**src/rtl/chassis_pkg.sv**
```systemverilog
// Shared definitions for the chassis wheel-update slot scheduler.
// Contents: wheel count, slot index type, FSM state encoding, default frame/timeout
// constants shared with the divider, and a one-hot helper for grants.
package chassis_pkg;

  localparam int unsigned NUM_WHEELS      = 4;
  localparam int unsigned DEFAULT_PERIOD  = 2000000;
  localparam int unsigned DEFAULT_CNT_W   = 21;
  localparam int unsigned DEFAULT_TIMEOUT = 1024;
  localparam int unsigned DEFAULT_TO_W    = 11;

  typedef logic [1:0] slot_idx_t;

  typedef enum logic [0:0] {
    StIdle = 1'b0,
    StWait = 1'b1
  } sched_state_e;

  function automatic logic [NUM_WHEELS-1:0] slot_onehot(slot_idx_t idx);
    return NUM_WHEELS'(1) << idx;
  endfunction

endpackage

```
**src/rtl/chassis_slot_scheduler_if.sv**
```systemverilog
// Handshake bundle between the per-wheel control logic, the scheduler and the
// shared wheel-update engine.
//   master: scheduler side (consumes en/req/done/clr_err, drives start/sel/grant,
//           slot_tick and the sticky error flags)
//   slave:  control/engine side, the mirror image
interface chassis_slot_scheduler_if import chassis_pkg::*; ();

  logic                  en;
  logic [NUM_WHEELS-1:0] req;
  logic                  done;
  logic                  clr_err;
  logic                  start;
  slot_idx_t             sel;
  logic [NUM_WHEELS-1:0] grant;
  logic                  slot_tick;
  logic [NUM_WHEELS-1:0] overrun;
  logic                  timeout_err;

  modport master (
    input  en, req, done, clr_err,
    output start, sel, grant, slot_tick, overrun, timeout_err
  );

  modport slave (
    output en, req, done, clr_err,
    input  start, sel, grant, slot_tick, overrun, timeout_err
  );

endinterface

```
**src/rtl/slot_timer.sv**
```systemverilog
// Frame counter and slot boundary detector.
//   F50M/RESET : clock and synchronous active-high reset
//   en         : counting enable; low parks the counter at 0
//   boundary   : combinational, high on the first cycle of a slot while en=1
//   slot_idx   : slot owning the current boundary (valid with boundary)
//   slot_tick  : registered copy of boundary (one cycle later)
module slot_timer import chassis_pkg::*; #(
  parameter int unsigned PERIOD = DEFAULT_PERIOD,
  parameter int unsigned CNT_W  = DEFAULT_CNT_W
) (
  input  logic      F50M,
  input  logic      RESET,
  input  logic      en,
  output logic      boundary,
  output slot_idx_t slot_idx,
  output logic      slot_tick
);

  localparam int unsigned Q = PERIOD / NUM_WHEELS;

  logic [CNT_W-1:0] cnt_q, cnt_d;
  logic             slot_tick_q, slot_tick_d;

  // Compare against the four fixed slot starts instead of a modulo.
  always_comb begin
    boundary = 1'b0;
    slot_idx = '0;
    for (int unsigned k = 0; k < NUM_WHEELS; k++) begin
      if (cnt_q == CNT_W'(k * Q)) begin
        boundary = en;
        slot_idx = slot_idx_t'(k);
      end
    end
  end

  always_comb begin
    if (!en) begin
      cnt_d = '0;
    end else if (cnt_q == CNT_W'(PERIOD - 1)) begin
      cnt_d = '0;
    end else begin
      cnt_d = cnt_q + CNT_W'(1);
    end
    slot_tick_d = boundary;
  end

  always_ff @(posedge F50M) begin
    if (RESET) begin
      cnt_q       <= '0;
      slot_tick_q <= 1'b0;
    end else begin
      cnt_q       <= cnt_d;
      slot_tick_q <= slot_tick_d;
    end
  end

  assign slot_tick = slot_tick_q;

endmodule

```
**src/rtl/chassis_slot_scheduler.sv**
```systemverilog
// Time-division scheduler sharing one wheel-update engine among four wheels.
//   F50M/RESET : clock and synchronous active-high reset
//   bus        : master side of chassis_slot_scheduler_if (en, req, done, clr_err in;
//                start, sel, grant, slot_tick, overrun, timeout_err out)
// At each slot boundary the owning wheel, if requesting, gets a one-cycle start and a
// one-hot grant held until done or until TIMEOUT cycles pass.
module chassis_slot_scheduler import chassis_pkg::*; #(
  parameter int unsigned PERIOD  = DEFAULT_PERIOD,
  parameter int unsigned CNT_W   = DEFAULT_CNT_W,
  parameter int unsigned TIMEOUT = DEFAULT_TIMEOUT,
  parameter int unsigned TO_W    = DEFAULT_TO_W
) (
  input logic                       F50M,
  input logic                       RESET,
  chassis_slot_scheduler_if.master  bus
);

  logic      boundary;
  slot_idx_t slot_idx;
  logic      want;

  slot_timer #(
    .PERIOD (PERIOD),
    .CNT_W  (CNT_W)
  ) u_slot_timer (
    .F50M      (F50M),
    .RESET     (RESET),
    .en        (bus.en),
    .boundary  (boundary),
    .slot_idx  (slot_idx),
    .slot_tick (bus.slot_tick)
  );

  sched_state_e          state_q, state_d;
  logic [TO_W-1:0]       to_cnt_q, to_cnt_d;
  logic                  start_q, start_d;
  slot_idx_t             sel_q, sel_d;
  logic [NUM_WHEELS-1:0] grant_q, grant_d;
  logic [NUM_WHEELS-1:0] overrun_q, overrun_d;
  logic                  timeout_err_q, timeout_err_d;

  logic [NUM_WHEELS-1:0] ov_set;
  logic                  to_set;
  logic                  launch;

  assign want = boundary && bus.req[slot_idx];

  always_comb begin
    state_d  = state_q;
    to_cnt_d = to_cnt_q;
    start_d  = 1'b0;
    sel_d    = sel_q;
    grant_d  = grant_q;
    ov_set   = '0;
    to_set   = 1'b0;
    launch   = 1'b0;

    case (state_q)
      StIdle: begin
        // done while idle is deliberately ignored
        launch = want;
      end
      StWait: begin
        if (bus.done) begin
          // A requested boundary coinciding with done is serviced back-to-back.
          if (want) begin
            launch = 1'b1;
          end else begin
            grant_d = '0;
            state_d = StIdle;
          end
        end else begin
          if (want) begin
            ov_set[slot_idx] = 1'b1;
          end
          if (to_cnt_q == TO_W'(TIMEOUT - 1)) begin
            to_set  = 1'b1;
            grant_d = '0;
            state_d = StIdle;
          end else begin
            to_cnt_d = to_cnt_q + TO_W'(1);
          end
        end
      end
      default: state_d = StIdle;
    endcase

    if (launch) begin
      start_d  = 1'b1;
      sel_d    = slot_idx;
      grant_d  = slot_onehot(slot_idx);
      to_cnt_d = '0;
      state_d  = StWait;
    end

    // Setting a flag takes priority over clearing it in the same cycle.
    overrun_d     = (bus.clr_err ? '0 : overrun_q) | ov_set;
    timeout_err_d = (bus.clr_err ? 1'b0 : timeout_err_q) | to_set;
  end

  always_ff @(posedge F50M) begin
    if (RESET) begin
      state_q       <= StIdle;
      to_cnt_q      <= '0;
      start_q       <= 1'b0;
      sel_q         <= '0;
      grant_q       <= '0;
      overrun_q     <= '0;
      timeout_err_q <= 1'b0;
    end else begin
      state_q       <= state_d;
      to_cnt_q      <= to_cnt_d;
      start_q       <= start_d;
      sel_q         <= sel_d;
      grant_q       <= grant_d;
      overrun_q     <= overrun_d;
      timeout_err_q <= timeout_err_d;
    end
  end

  assign bus.start       = start_q;
  assign bus.sel         = sel_q;
  assign bus.grant       = grant_q;
  assign bus.overrun     = overrun_q;
  assign bus.timeout_err = timeout_err_q;

endmodule
```
**src/flat_wrapper.sv**
```systemverilog
// flat-port wrapper written by rule: the top's interface ports become plain ports
module chassis_slot_scheduler_flat import chassis_pkg::*;
#(
  parameter int unsigned PERIOD  = DEFAULT_PERIOD,
  parameter int unsigned CNT_W   = DEFAULT_CNT_W,
  parameter int unsigned TIMEOUT = DEFAULT_TIMEOUT,
  parameter int unsigned TO_W    = DEFAULT_TO_W
)
  (F50M, RESET, bus_en, bus_req, bus_done, bus_clr_err, bus_start, bus_sel, bus_grant, bus_slot_tick, bus_overrun, bus_timeout_err);
  chassis_slot_scheduler_if bus_i ();
  input logic F50M;
  input logic RESET;
  input wire logic [$bits(bus_i.en)-1:0] bus_en;
  input wire logic [$bits(bus_i.req)-1:0] bus_req;
  input wire logic [$bits(bus_i.done)-1:0] bus_done;
  input wire logic [$bits(bus_i.clr_err)-1:0] bus_clr_err;
  output wire logic [$bits(bus_i.start)-1:0] bus_start;
  output wire logic [$bits(bus_i.sel)-1:0] bus_sel;
  output wire logic [$bits(bus_i.grant)-1:0] bus_grant;
  output wire logic [$bits(bus_i.slot_tick)-1:0] bus_slot_tick;
  output wire logic [$bits(bus_i.overrun)-1:0] bus_overrun;
  output wire logic [$bits(bus_i.timeout_err)-1:0] bus_timeout_err;
  assign bus_i.en = bus_en;
  assign bus_i.req = bus_req;
  assign bus_i.done = bus_done;
  assign bus_i.clr_err = bus_clr_err;
  assign bus_start = bus_i.start;
  assign bus_sel = bus_i.sel;
  assign bus_grant = bus_i.grant;
  assign bus_slot_tick = bus_i.slot_tick;
  assign bus_overrun = bus_i.overrun;
  assign bus_timeout_err = bus_i.timeout_err;
  chassis_slot_scheduler #(.PERIOD(PERIOD), .CNT_W(CNT_W), .TIMEOUT(TIMEOUT), .TO_W(TO_W)) u_core (.F50M(F50M), .RESET(RESET), .bus(bus_i));
endmodule
```
**config.mk**
```make
export PLATFORM = sky130hd
export DESIGN_NAME = chassis_slot_scheduler_flat
export DESIGN_NICKNAME = d
export VERILOG_FILES = /design/src/rtl/chassis_pkg.sv /design/src/rtl/chassis_slot_scheduler_if.sv /design/src/rtl/slot_timer.sv /design/src/rtl/chassis_slot_scheduler.sv /design/src/flat_wrapper.sv
export SDC_FILE = /design/constraint.sdc
export NUM_CORES = 1
export LEC_CHECK = 0
export ABC_AREA = 1
export BUFFER_PORTS_ARGS = -buffer_cell sky130_fd_sc_hd__buf_2
export CORE_UTILIZATION = 40
export DETAILED_ROUTE_END_ITERATION = 12
export SLEW_MARGIN = 30
export SYNTH_ARGS = -nofsm -noshare
export SYNTH_HDL_FRONTEND = slang
export SYNTH_HIERARCHICAL = 1
export SYNTH_SLANG_ARGS = --single-unit
```
**constraint.sdc**
```tcl
create_clock -name F50M -period 2.4 [get_ports F50M]
set_clock_uncertainty 0.05 [all_clocks]
set_input_delay 0.72 -clock F50M [delete_from_list [all_inputs] [get_ports F50M]]
set_output_delay 0.72 -clock F50M [all_outputs]
set_load 0.02 [all_outputs]
```
Word level (Yosys, flattened, before mapping)
Cells that the tools add are included.
{"block": "word_totals", "ram_bits": 0, "inputBits": 9, "register_bits": 46, "output_inout_bits": 13, "latch_bits": 0, "romBits": 0, "word_cells": 67, "mem_count": 0}
{"block": "op_classes", "n_lt_le_gt_ge": 2, "addsub": 2, "n_bitwise": 6, "n_eq_ne": 6, "mux": 32, "n_div": 0, "reduce_logical": 9, "multipliers": 0, "n_shift": 1}
{"cell": "21-bit equality test (second input constant)", "n": 2}
{"cell": "4-bit 2-to-1 mux", "n": 9}
{"cell": "21-bit by 1-bit adder with 21-bit output (second input constant)", "n": 1}
{"cell": "21-bit by 19-bit equality test with 1-bit output (second input constant)", "n": 1}
{"cell": "21-bit by 20-bit equality test with 1-bit output (second input constant)", "n": 1}
{"cell": "21-bit zero test", "n": 1}
{"cell": "1-bit 2-to-1 mux", "n": 18}
{"cell": "11-bit by 1-bit adder with 11-bit output (second input constant)", "n": 1}
{"cell": "11-bit by 10-bit equality test with 1-bit output (second input constant)", "n": 1}
{"cell": "3-bit AND reduction", "n": 2}
{"cell": "2-bit 2-to-1 mux", "n": 2}
{"cell": "1-bit NOT", "n": 4}
{"cell": "4-bit OR", "n": 1}
{"cell": "1-bit by 2-bit left shift with 4-bit output (first input constant)", "n": 1}
{"cell": "2-bit by 3-bit less-than comparator with 1-bit output (second input constant)", "n": 1}
{"cell": "3-bit != test (second input constant)", "n": 1}
{"cell": "3-bit nonzero test", "n": 1}
{"cell": "3-bit OR reduction", "n": 1}
{"cell": "1-bit binary-select mux with 2-bit select", "n": 1}
{"cell": "1-bit demux with 2-bit select", "n": 1}
{"cell": "2-bit by 1-bit greater-or-equal comparator with 1-bit output (second input constant)", "n": 1}
{"cell": "1-bit logical AND", "n": 2}
{"cell": "1-bit one-hot mux with 2 select lines", "n": 1}
{"cell": "2-bit nonzero test", "n": 1}
{"cell": "2 further kinds", "n": 2}

Logic depth before layout (Yosys ltp)
Gate-level depths: netlist of run 1.
{"block": "depth", "depth_word": 12, "mapped_depth": 17, "ltp_nobuf": 17}

By module
The synthesis of run 1 kept the hierarchy.
{"module": "slot_timer", "n_inst": 1, "cells_per_inst": 217, "area_per_inst_um2": 1387.6, "seq_area_each_um2": 440.4}
{"module": "chassis_slot_scheduler", "n_inst": 1, "cells_per_inst": 175, "area_per_inst_um2": 1216.2, "seq_area_each_um2": 480.5}

Worst setup path before layout of run 1
Ideal clock, no wire load.
{"block": "synth_timing", "kind": "register to register", "from": "register u_core.u_slot_timer.cnt_q[0]", "to": "register u_core.to_cnt_q[3]", "stages_incl_launch_ff": 16, "period_less_slack_ps": 1835, "slack_ps": 565, "t_required_ps": 2228, "setup_time_ps": 122, "n_path_buf": 1, "arrival_time_ps": 1663, "cell_sequence": "dfxtp_1 inv_1 ha_1 nand2_1 nor2_1 nand3_1 nand2_1 inv_2 nand2_1 nand2_1 nand2_1 nand2_2 nand3_1 nand2_1 buf_4 a21oi_1"}
{"block": "synth_between", "elab_chain_len": 11, "word_cells_on_any_way": 18, "cone_classes": "eq/ne: 3; mux: 12; reduce/logical: 3"}
{"item": "start: declaration", "line_no": "slot_timer.sv:21", "rtl": "logic [CNT_W-1:0] cnt_q, cnt_d;"}
{"item": "start signal: assignment", "line_no": "slot_timer.sv:52", "rtl": "cnt_q <= cnt_d;"}
{"item": "21-bit by 19-bit equality test with 1-bit output", "line_no": "slot_timer.sv:29", "rtl": "if (cnt_q == CNT_W'(k * Q)) begin"}
{"item": "1-bit 2-to-1 mux", "line_no": "slot_timer.sv:29"}
{"item": "2-bit 2-to-1 mux", "line_no": "slot_timer.sv:29"}
{"item": "2-bit 2-to-1 mux (*)", "line_no": "slot_timer.sv:29"}
{"item": "named net u_core.slot_idx[0]", "line_no": "chassis_slot_scheduler.sv:19", "rtl": "slot_idx_t slot_idx;"}
{"item": "1-bit binary-select mux with 2-bit select (*)", "line_no": "chassis_slot_scheduler.sv:46", "rtl": "assign want = boundary && bus.req[slot_idx];"}
{"item": "1-bit 2-to-1 mux (not written as such) (*)", "line_no": "chassis_slot_scheduler.sv:46"}
{"item": "1-bit logical AND (*)", "line_no": "chassis_slot_scheduler.sv:46"}
{"item": "1-bit 2-to-1 mux", "line_no": "chassis_slot_scheduler.sv:66", "rtl": "if (want) begin"}
{"item": "1-bit 2-to-1 mux", "line_no": "chassis_slot_scheduler.sv:64", "rtl": "if (bus.done) begin"}
{"item": "1-bit one-hot mux with 2 select lines (*)", "line_no": "chassis_slot_scheduler.sv:58", "rtl": "case (state_q)"}
{"item": "2-bit OR reduction (no source line) (*)"}
{"item": "end signal: assignment", "line_no": "chassis_slot_scheduler.sv:112", "rtl": "to_cnt_q <= to_cnt_d;"}
{"item": "end: declaration", "line_no": "chassis_slot_scheduler.sv:35", "rtl": "logic [TO_W-1:0] to_cnt_q, to_cnt_d;"}
Mark *: on every way through the listed nets, which the timed path passes. The rest lies on a longest branch. The select of a mux whose other input is x is not followed.
A chain may end at the register's enable or synchronous reset.

Final worst setup path of run 1
{"block": "layout_timing", "from": "register u_core.u_slot_timer.cnt_q[8]", "to": "register u_core.grant_q[1], in the netlist u_core/bus.grant[1]"}
{"block": "layout_between", "elab_chain_len": 12, "word_cells_on_any_way": 23, "cone_classes": "eq/ne: 4; shift: 1; mux: 13; reduce/logical: 5"}
{"item": "21-bit by 19-bit equality test with 1-bit output", "line_no": "slot_timer.sv:29"}
{"item": "1-bit 2-to-1 mux", "line_no": "slot_timer.sv:29"}
{"item": "2-bit 2-to-1 mux", "line_no": "slot_timer.sv:29"}
{"item": "2-bit 2-to-1 mux (*)", "line_no": "slot_timer.sv:29"}
{"item": "named net u_core.slot_idx[0]", "line_no": "chassis_slot_scheduler.sv:19"}
{"item": "1-bit binary-select mux with 2-bit select", "line_no": "chassis_slot_scheduler.sv:46"}
{"item": "1-bit 2-to-1 mux (not written as such)", "line_no": "chassis_slot_scheduler.sv:46"}
{"item": "1-bit logical AND", "line_no": "chassis_slot_scheduler.sv:46"}
{"item": "1-bit 2-to-1 mux", "line_no": "chassis_slot_scheduler.sv:66"}
{"item": "1-bit 2-to-1 mux", "line_no": "chassis_slot_scheduler.sv:64"}
{"item": "1-bit one-hot mux with 2 select lines", "line_no": "chassis_slot_scheduler.sv:58"}
{"item": "3-bit != test (no source line), or another cell as far along"}
{"item": "3-bit AND reduction (no source line)"}
{"item": "end signal: assignment", "line_no": "chassis_slot_scheduler.sv:115", "rtl": "grant_q <= grant_d;"}
{"item": "end: declaration", "line_no": "chassis_slot_scheduler.sv:38", "rtl": "logic [NUM_WHEELS-1:0] grant_q, grant_d;"}
Marked as above.

==> results of run 1 <==
[final timing paths]
kind	start	to	slack (ns)
worst min-delay path	u_core/to_cnt_q[10]	u_core/to_cnt_q[10]	0.41
worst max register to register	u_core/u_slot_timer/cnt_q[8]	u_core/bus.grant[1]	0.29
worst min register to register	u_core/to_cnt_q[10]	u_core/to_cnt_q[10]	0.41
worst max-delay path	u_core/u_slot_timer/cnt_q[8]	u_core/bus.grant[1]	0.29
[placed cells by master, fill, tap and decap left out, types with 2 or more instances in the layout]
| cell | n |
|---|---|
| a21oi_1 | 20 |
| a21oi_2 | 4 |
| buf_2 | 21 |
| clkbuf_8 | 5 |
| clkinv_2 | 2 |
| dfxtp_1 | 46 |
| ha_1 | 3 |
| inv_1 | 44 |
| inv_2 | 3 |
| nand2_1 | 109 |
| nand2_2 | 10 |
| nand2_4 | 2 |
| nand3_1 | 23 |
| nand3_2 | 6 |
| nand3b_1 | 2 |
| nand4_1 | 8 |
| nor2_1 | 65 |
| nor2_2 | 9 |
| nor2_4 | 5 |
| nor3_1 | 3 |
| o21ai_0 | 5 |
| or2_0 | 2 |
| xnor2_1 | 4 |
| xor2_1 | 8 |
[Yosys cell counts, drive strengths merged]
cell    instances
a21oi          24
buf             7
clkinv          1
dfxtp          46
ha              3
inv            47
nand2         121
nand3          29
nand3b          2
nand4           8
nor2           79
nor3            3
o21ai           6
or2             4
xnor2           4
xor2            8
[stage by stage]
step / std cells / power, mW / setup WS (ns)
finish: 492 / 1.47 / 0.291
global route: 492 / 1.54 / 0.0153
CTS: 492 / 1.49 / 0.209
detailed placement: 484 / 0.896 / 0.219
global placement: 484 / 0.896 / 0.254
floorplan: 392 / 0.874 / 0.565
[area by class of cell]
class	instances	area [sq um]	area share (%)
clock inverter	3	43.8	1.53
clock buffer	5	68.8	2.40
timing repair buffer	22	113	3.93
multi-input combinational	291	1440	50.3
sequential	46	921	32.2
tap	77	96.3	3.37
inverter	48	181	6.34
[metal layers]
metal	vias up	GRT usage, %
met5	-	0
met2	26	28.0
met1	1045	22.2
met4	0	4.14
met3	8	4.07
li1	1258	-
[registers in the layout, indices dropped and copies added (netlist names)]
name and count:
u_core/to_cnt_q 11, u_core/bus.grant 4, u_core/bus.overrun 4, u_core/u_slot_timer/slot_tick 1, u_core/bus.start 1, u_core/state_q 1, u_core/u_slot_timer/cnt_q 21, u_core/bus.timeout_err 1
u_core/bus.sel 2
[worst max-delay path, stage by stage (launching register included)]
cell and delay, ns:
dfxtp_1 0.48, nand2_2 0.16, nor3_1 0.24, nand3_1 0.16, nand2_2 0.16, inv_2 0.06
nand2_1 0.05, nand2_1 0.05, nand2_1 0.06, nand2_2 0.09, nand2_2 0.10, nand2_2 0.08
nand2_2 0.10, nand2_1 0.06, nand2_1 0.07, nor2_1 0.04
[logic make-up after synthesis]
family | count (synthesis)
adder cells (fa/ha/maj) | 3
XOR/XNOR | 12
flip-flops | 46
AO/OA/AOI/OAI | 30
buffers and inverters | 55
AND/OR/NAND/NOR | 246
[power by group through the flow]
stage	Combinational, mW	Sequential (mW)	Clock [mW]
final	0.0982	0.779	0.588
after global routing	0.114	0.782	0.649
after CTS	0.0986	0.780	0.614
after detailed placement	0.0984	0.798	0
after global placement	0.0983	0.797	0
after floorplan	0.0665	0.807	0
==> flow_summary.yaml, run 1 <==
status:
  status: "complete, no violations"
synth:
  syn_inst: 392
  ys_seq_elements: 46
  synth-xor-area-share_pct: 4.04
  synthAdderAreaFrac_pct: 1.44
  yosysSeqAreaShare_pct: 35.4
  synth_compound_area_share_pct: 6.34
  syn_area_sq_mm: 0.00260
  synth.area.mux_share_pct: 0
  yosys_warnings: 6
  synth-simple-area-share_pct: 43.2
  synth_top_area_cell: "dfxtp_1"
  synth_nets: 404
  synth_top_family_by_area: "simple AND/OR/NAND/NOR gates"
  synth_cell_types: 28
  yosysTopAreaCellShare_pct: 35.4
  synth.avg_cell_area_sq_um: 6.64
  yosys-top-cells-area: "dfxtp_1 35%, nand2_1 16%, nor2_1 9.5%"
clock_network:
  cts_tree: "done"
  clockBufferDepth: 2
  clock_sinks: 46
  cts_buffers: 5
  root_buffer: "clkbuf_8"
  cts_setup_buffers: 0
  ctsResizeCount: 0
  clock_latency_ns: 0.30
  clkTransAtPathRegs_ns: 0.09
  htree_levels: 2
  holdBufCountCts: 0
drt:
  route.met2.wl_microns: 2430
  first_iter_violations: 130
  vias: 2337
  drtAntennaViolNets: 0
  topRoutingLayerUsed: "met4"
  drt-met1-wl_microns: 2690
  drc_errors: 0
  drt_pass1_iterations: 4
  met3WireLength_microns: 169
  viasPerCell: 4.75
  wl_microns: 5350
  wire_per_inst_microns: 10.9
critical_path:
  worstPathMaxFanout: 7
  worstPathArrival_ns: 2.25
  path_class: "reg -> reg"
  reg2reg_depth: 15
  endpoint_kind: "register"
  startpoint_type: "register"
  worstPathRequired_ns: 2.55
cells_and_area:
  fill_cells: 665
  finalNetCount: 426
  final_area_sq_mm: 0.00286
  layout-drive-gt1-share_pct: 17.1
  post-route-util_pct: 45.3
  n_antenna_cell: 0
  area_growth_pct: 9.95
power:
  switching_share_pct: 23.8
  ir_worst_vdd_uv: 254
  power_density_mw_per_mm2: 512
  seqPwrFrac_pct: 53.2
  intPower_mw: 1.12
  pwr-share-clk_pct: 40.1
  combinationalPowerShare_pct: 6.7
  p_sw_mw: 0.348
  cellLeakagePower_nw: 1.12
placed_design:
  numPortBuffers: 21
  dpl.hpwl_microns: 4130
  place_area_sq_mm: 0.00275
  gp_congestion: 0.933
job:
  maxCapViolations: 0
grt:
  grt_pass1_vias: 2044
  grt_pass1_wl_microns: 8890
  grt_max_degree: 22
  grt_usage_pct: 17.0
  grt_overflow: 0
  antenna_found_initial: 0
sta:
  relSlewSlack_pct: 68.2
  hold_violations: 0
  clock.fmax_mhz: 474
  min_period_over_period_pct: 87.9
  setup_tns_ns: 0
  fin_hold_ws_ns: 0.411
  fin_crit_ns: 2.11
  rsz0062_at_grt: "no"
  worstMarginPinSlew_ns: 0.475
  finalSetupViolations: 0
  maxSlewViolCount: 0
floorplanning:
  die_area_sq_mm: 0.00684
  die_y_microns: 82.7
  num_rows: 29
  core_sq_mm: 0.00631
  initial_utilization_pct: 41.2
  die_w_microns: 82.7
  io_pins: 22
hold_path:
  min-delay-path-class: "reg -> reg"
  min_path_cells: 2
No activity file was read; power rests on OpenSTA's default activity.
==> run 2, diff against run 1 <==
--- a/config.mk
+++ b/config.mk
@@ -7,9 +7,10 @@
 export LEC_CHECK = 0
 export ABC_AREA = 1
 export BUFFER_PORTS_ARGS = -buffer_cell sky130_fd_sc_hd__buf_2
+export CORE_ASPECT_RATIO = 0.5
 export CORE_UTILIZATION = 40
 export DETAILED_ROUTE_END_ITERATION = 12
-export SLEW_MARGIN = 30
+export SLEW_MARGIN = 20
 export SYNTH_ARGS = -nofsm -noshare
 export SYNTH_HDL_FRONTEND = slang
 export SYNTH_HIERARCHICAL = 1
==> constraint.sdc (replaced) <==
create_clock -name F50M -period 1.9 [get_ports F50M]
set_clock_uncertainty 0.05 [all_clocks]
set_input_delay 0.57 -clock F50M [delete_from_list [all_inputs] [get_ports F50M]]
set_output_delay 0.57 -clock F50M [all_outputs]
set_load 0.02 [all_outputs]
==> flow_summary.yaml, run 2 (synthesis results as in run 1) <==
status:
  status: "complete, no violations"
sta:
  worstMarginPinSlew_ns: 0.254
  setup_tns_ns: 0
  fin_crit_ns: 1.86
  min_period_over_period_pct: 97.9
  finalSetupViolations: 0
  maxSlewViolCount: 0
  clock.fmax_mhz: 537
  rsz0062_at_grt: "yes"
  relSlewSlack_pct: 83.0
  hold_violations: 0
cells_and_area:
  top_regs: "u_core/u_slot_timer/cnt_q x21, u_core/to_cnt_q x11"
  final_common_cell: "nand2_1"
  fill_cells: 605
  n_antenna_cell: 0
  layout-drive-gt1-share_pct: 34.6
  max_flop_register: "u_core/u_slot_timer/cnt_q"
  seqCellArea_sq_um: 942
  largest_register_ffs: 21
  final_cell_mix: "100 x nand2_1, 55 x nor2_1, 42 x buf_4"
  stdcell_count: 545
  area_growth_pct: 30.3
  multi_input_area_sq_mm: 0.00156
  finalNetCount: 468
hold_path:
  min_from: "u_core/to_cnt_q[10]"
  min_to: "u_core/to_cnt_q[10]"
  min_path_cells: 2
  min-delay-path-class: "reg -> reg"
drt:
  first_iter_violations: 144
  wire_per_inst_microns: 11.2
  drtAntennaViolNets: 0
  viasPerCell: 4.66
  drc_errors: 0
  vias: 2539
  drt_pass1_iterations: 4
  wl_microns: 6100
grt:
  grt_pass1_vias: 2228
  grt_max_degree: 15
  grt_usage_pct: 18.9
  grt_overflow: 0
  antenna_found_initial: 0
  grt_pass1_wl_microns: 9850
critical_path:
  worstPathMaxFanout: 6
  reg2reg_slack_ns: 0.04
  reg2reg_depth: 17
  worstPathRequired_ns: 2.04
  endpoint_kind: "register"
  rr_endpoint: "u_core/bus.grant[0]"
  startpoint_type: "register"
  path_class: "reg -> reg"
  crit_start: "u_core/u_slot_timer/cnt_q[1]"
  worstPathArrival_ns: 2.00
  reg2reg_from: "u_core/u_slot_timer/cnt_q[1]"
placed_design:
  placedCellCount: 531
  dpl.hpwl_microns: 4640
  gp_congestion: 0.887
  numPortBuffers: 21
floorplanning:
  core_sq_mm: 0.00618
  die_y_microns: 59.1
  die_area_sq_mm: 0.00686
  die_w_microns: 116
  initial_utilization_pct: 42.1
  io_pins: 22
  num_rows: 20
power:
  power_density_mw_per_mm2: 632
  ir_worst_vdd_uv: 320
  cellLeakagePower_nw: 1.37
clock_network:
  root_buffer: "clkbuf_16"
  cts_buffers: 5
  clock_latency_ns: 0.29
  clockBufferDepth: 2
  cts_tree: "done"
  clock_sinks: 46
  holdBufCountCts: 0
  htree_levels: 2
  clkTransAtPathRegs_ns: 0.06
job:
  maxCapViolations: 0
==> run 2: changes by cell type in the layout (fill, tap and decap cells not counted), moves of 4 or more <==
cell / delta
nor2_2: +7
inv_1: -7
nand2_1: -9
clkbuf_8: -5
inv_2: +6
dfxtp_1: -13
nand3_1: -4
clkbuf_16: +5
nand3_2: +4
buf_4: +41
nor2_1: -10
dfxtp_2: +11
nand2_2: +6
==> run 2: report_power, final <==
| part | switching, mW | total (mW) | internal, mW | leakage [nW] |
|---|---|---|---|---|
| logic | 0.100 | 0.161 | 0.0610 | 0.909 |
| clock network | 0.380 | 1.00 | 0.621 | 0.0771 |
| registers | 0.00659 | 0.982 | 0.976 | 0.379 |
==> run 2: worst max-delay path by stage <==
stage / endpoint / slack (ns) / cells past startpoint
after floorplan: u_core/to_cnt_q[3] / 0.07 / 15
after detailed placement: u_core/to_cnt_q[1] / -0.02 / 15
final: u_core/bus.grant[0] / 0.04 / 17
after global routing: u_core/bus.grant[1] / -0.09 / 17
after global placement: u_core/to_cnt_q[3] / 0.03 / 14
after CTS: u_core/to_cnt_q[1] / 0.003 / 13
==> run 2: metal layers <==
layer	global-route usage [%]	wire [microns]	up-vias
met4	6.59	99	0
met2	31.5	2910	30
met3	3.99	164	10
met1	24.5	2920	1158
met5	0	0	-
li1	-	-	1341
==> run 2: timing repair <==
item | 4_1_cts | 5_1_grt
buffers inserted | 0 | 6
pin swaps | 1 | 19
resized for setup | 5 | 54
endpoints found under the setup margin | 14 | 22
==> run 2: layout make-up <==
type	count	share of cell area, %
clock buffer	6	3.80
clock inverter	2	1.11
inverter	48	5.42
multi-input combinational	291	45.9
sequential	46	27.8
tap	88	3.25
timing repair buffer	64	12.7
==> run 2: per-stage QoR <==
| step | worst slack [ns] | hold slack (ns) | instance area, sq um | util, % | total power, mW |
|---|---|---|---|---|---|
| 2_1_floorplan | 0.0654 | 0.373 | 2600 | - | 1.10 |
| 3_3_place_gp | 0.0260 | 0.381 | 3030 | 49.0 | 1.14 |
| 3_5_place_dp | -0.0227 | 0.386 | 3030 | 49.0 | 1.14 |
| 4_1_cts | 0.00324 | 0.397 | 3210 | 51.9 | 2.14 |
| 5_1_grt | -0.0930 | 0.425 | 3390 | 54.9 | 2.23 |
| 6_report | 0.0393 | 0.397 | 3390 | 54.9 | 2.14 |
==> run 2: worst max-delay path: stages (launching register included) <==
cell and delay, ns:
dfxtp_2 0.32, inv_2 0.07, ha_4 0.13, nand2_2 0.07, nor2_4 0.12, nand3_2 0.11, nand2_2 0.12, inv_2 0.05
nand2_1 0.05, nand2_1 0.05, nand2_1 0.06, nand2_2 0.12, nand2_4 0.12, nand2_4 0.07, nand2_4 0.09, nand2_2 0.05
nand2_1 0.05, nor2_1 0.04
==> run 3, diff against run 2 <==
--- a/config.mk
+++ b/config.mk
@@ -10,6 +10,7 @@
 export CORE_ASPECT_RATIO = 0.5
 export CORE_UTILIZATION = 40
 export DETAILED_ROUTE_END_ITERATION = 12
+export HOLD_SLACK_MARGIN = 0.02
 export SLEW_MARGIN = 20
 export SYNTH_ARGS = -nofsm -noshare
 export SYNTH_HDL_FRONTEND = slang
==> constraint.sdc (replaced) <==
create_clock -name F50M -period 2.2 [get_ports F50M]
set_clock_uncertainty 0.05 [all_clocks]
set_input_delay 0.66 -clock F50M [delete_from_list [all_inputs] [get_ports F50M]]
set_output_delay 0.66 -clock F50M [all_outputs]
set_load 0.02 [all_outputs]
==> flow_summary.yaml, run 3 (synthesis results as in run 1) <==
sta:
  clock.fmax_mhz: 498
  maxSlewViolCount: 0
  hold_violations: 0
  min_period_over_period_pct: 91.3
  relSlewSlack_pct: 70.7
  fin_crit_ns: 2.01
  worstMarginPinSlew_ns: 0.438
  finalSetupViolations: 0
  setup_tns_ns: 0
  setup_slack_ns: 0.191
cells_and_area:
  area_growth_pct: 16.1
  seqCellArea_sq_um: 930
  fill_cells: 669
  final_cell_mix: "108 x nand2_1, 62 x nor2_1, 44 x inv_1"
  top_regs: "u_core/u_slot_timer/cnt_q x21, u_core/to_cnt_q x11"
  largest_register_ffs: 21
  final_area_sq_mm: 0.00302
  max_flop_register: "u_core/u_slot_timer/cnt_q"
  multi_input_area_sq_mm: 0.00146
  stdcell_count: 511
  n_antenna_cell: 0
  finalNetCount: 434
  final_common_cell: "nand2_1"
  layout-drive-gt1-share_pct: 21.7
drt:
  wire_per_inst_microns: 11.3
  drc_errors: 0
  first_iter_violations: 160
  viasPerCell: 4.73
  wl_microns: 5790
  vias: 2416
  drt_pass1_iterations: 4
  drtAntennaViolNets: 0
hold_path:
  min_path_cells: 1
  min-delay-path-class: "reg -> reg"
power:
  seqPwrFrac_pct: 46.8
  switching_share_pct: 22.1
  power_density_mw_per_mm2: 602
  p_sw_mw: 0.403
  p_total_mw: 1.82
  intPower_mw: 1.42
  cellLeakagePower_nw: 1.19
  pwr-share-clk_pct: 47.2
  ir_worst_vdd_uv: 283
  combinationalPowerShare_pct: 6.1
clock_network:
  clkTransAtPathRegs_ns: 0.06
  cts_tree: "done"
  cts_buffers: 5
  htree_levels: 2
  root_buffer: "clkbuf_16"
  clock_latency_ns: 0.29
  clockBufferDepth: 2
  clock_sinks: 46
placed_design:
  dpl.hpwl_microns: 4370
  numPortBuffers: 21
  place_area_sq_mm: 0.00280
  gp_congestion: 0.915
  placedCellCount: 500
  pre_cts_slack_ns: 0.0891
floorplanning:
  die_area_sq_mm: 0.00686
  core_sq_mm: 0.00618
  die_y_microns: 59.1
  initial_utilization_pct: 42.1
  num_rows: 20
  io_pins: 22
  die_w_microns: 116
critical_path:
  endpoint_kind: "register"
  reg2reg_depth: 11
  worstPathRequired_ns: 2.33
  startpoint_type: "register"
  worstPathArrival_ns: 2.14
  worstPathMaxFanout: 6
  path_class: "reg -> reg"
grt:
  grt_pass1_vias: 2188
  grt_usage_pct: 18.0
  grt_pass1_wl_microns: 9620
  antenna_found_initial: 0
  grt_max_degree: 22
  grt_overflow: 0
status:
  status: "complete, no violations"
job:
  maxCapViolations: 0
[run 3: cell types whose count changed in the layout (fill, tap and decap cells not counted), moves of 6 or more]
cell | previous run | this run
inv_1 | 37 | 44
nor2_1 | 55 | 62
nand2_1 | 100 | 108
buf_4 | 42 | 9
dfxtp_1 | 33 | 39
inv_2 | 9 | 3
[run 3: layer usage]
| metal | vias up | share of wire [%] | track usage [%] |
|---|---|---|---|
| met1 | 1100 | 49 | 22.2 |
| li1 | 1276 | - | - |
| met5 | - | 0 | 0 |
| met4 | 0 | 0.31 | 4.76 |
| met2 | 36 | 48 | 32.0 |
| met3 | 4 | 2.5 | 4.09 |
[run 3: final timing paths]
path	from	end	slack (ns)
max	u_core/u_slot_timer/cnt_q[8]	u_core/to_cnt_q[3]	0.19
min	u_core/u_slot_timer/cnt_q[0]	u_core/u_slot_timer/cnt_q[0]	0.40
max reg2reg	u_core/u_slot_timer/cnt_q[8]	u_core/to_cnt_q[3]	0.19
min reg2reg	u_core/u_slot_timer/cnt_q[0]	u_core/u_slot_timer/cnt_q[0]	0.40
[run 3: critical path, cell delays in order, from the launching register on]
cell and delay [ns]:
dfxtp_1 0.46, nand2_2 0.09, nor3_2 0.23, nand3_2 0.13, nand2_2 0.13, nor2_1 0.07
nor2_1 0.13, buf_4 0.17, nand3_2 0.10, nand2_2 0.13, buf_4 0.17, a21oi_1 0.05
[run 3: layout make-up]
| class | instances | share of cell area (%) |
|---|---|---|
| tap | 88 | 3.64 |
| sequential | 46 | 30.7 |
| clock inverter | 2 | 1.24 |
| inverter | 48 | 6.00 |
| clock buffer | 6 | 4.26 |
| multi-input combinational | 291 | 48.4 |
| timing repair buffer | 30 | 5.71 |
[run 3: what timing repair did]
item | CTS | global route
endpoints found under the setup margin | 0 | 20
hold buffers | 0 | 0
buffers inserted | 0 | 3
gates resized for setup | 0 | 16
[run 3: per-stage QoR]
step                      util [%]  hold slack [ns]
final                         48.9            0.400
after global routing          48.9            0.420
after CTS                     47.9            0.415
after detailed placement      45.2            0.390
after global placement        45.2            0.389
after floorplan                  -            0.373
[run 3: power by group through the flow]
stage | clock [mW] | sequential [mW] | combinational [mW]
after floorplan | 0 | 0.881 | 0.0725
after global placement | 0 | 0.870 | 0.107
after detailed placement | 0 | 0.870 | 0.108
after CTS | 0.876 | 0.851 | 0.109
after global routing | 0.922 | 0.852 | 0.125
final | 0.859 | 0.851 | 0.110
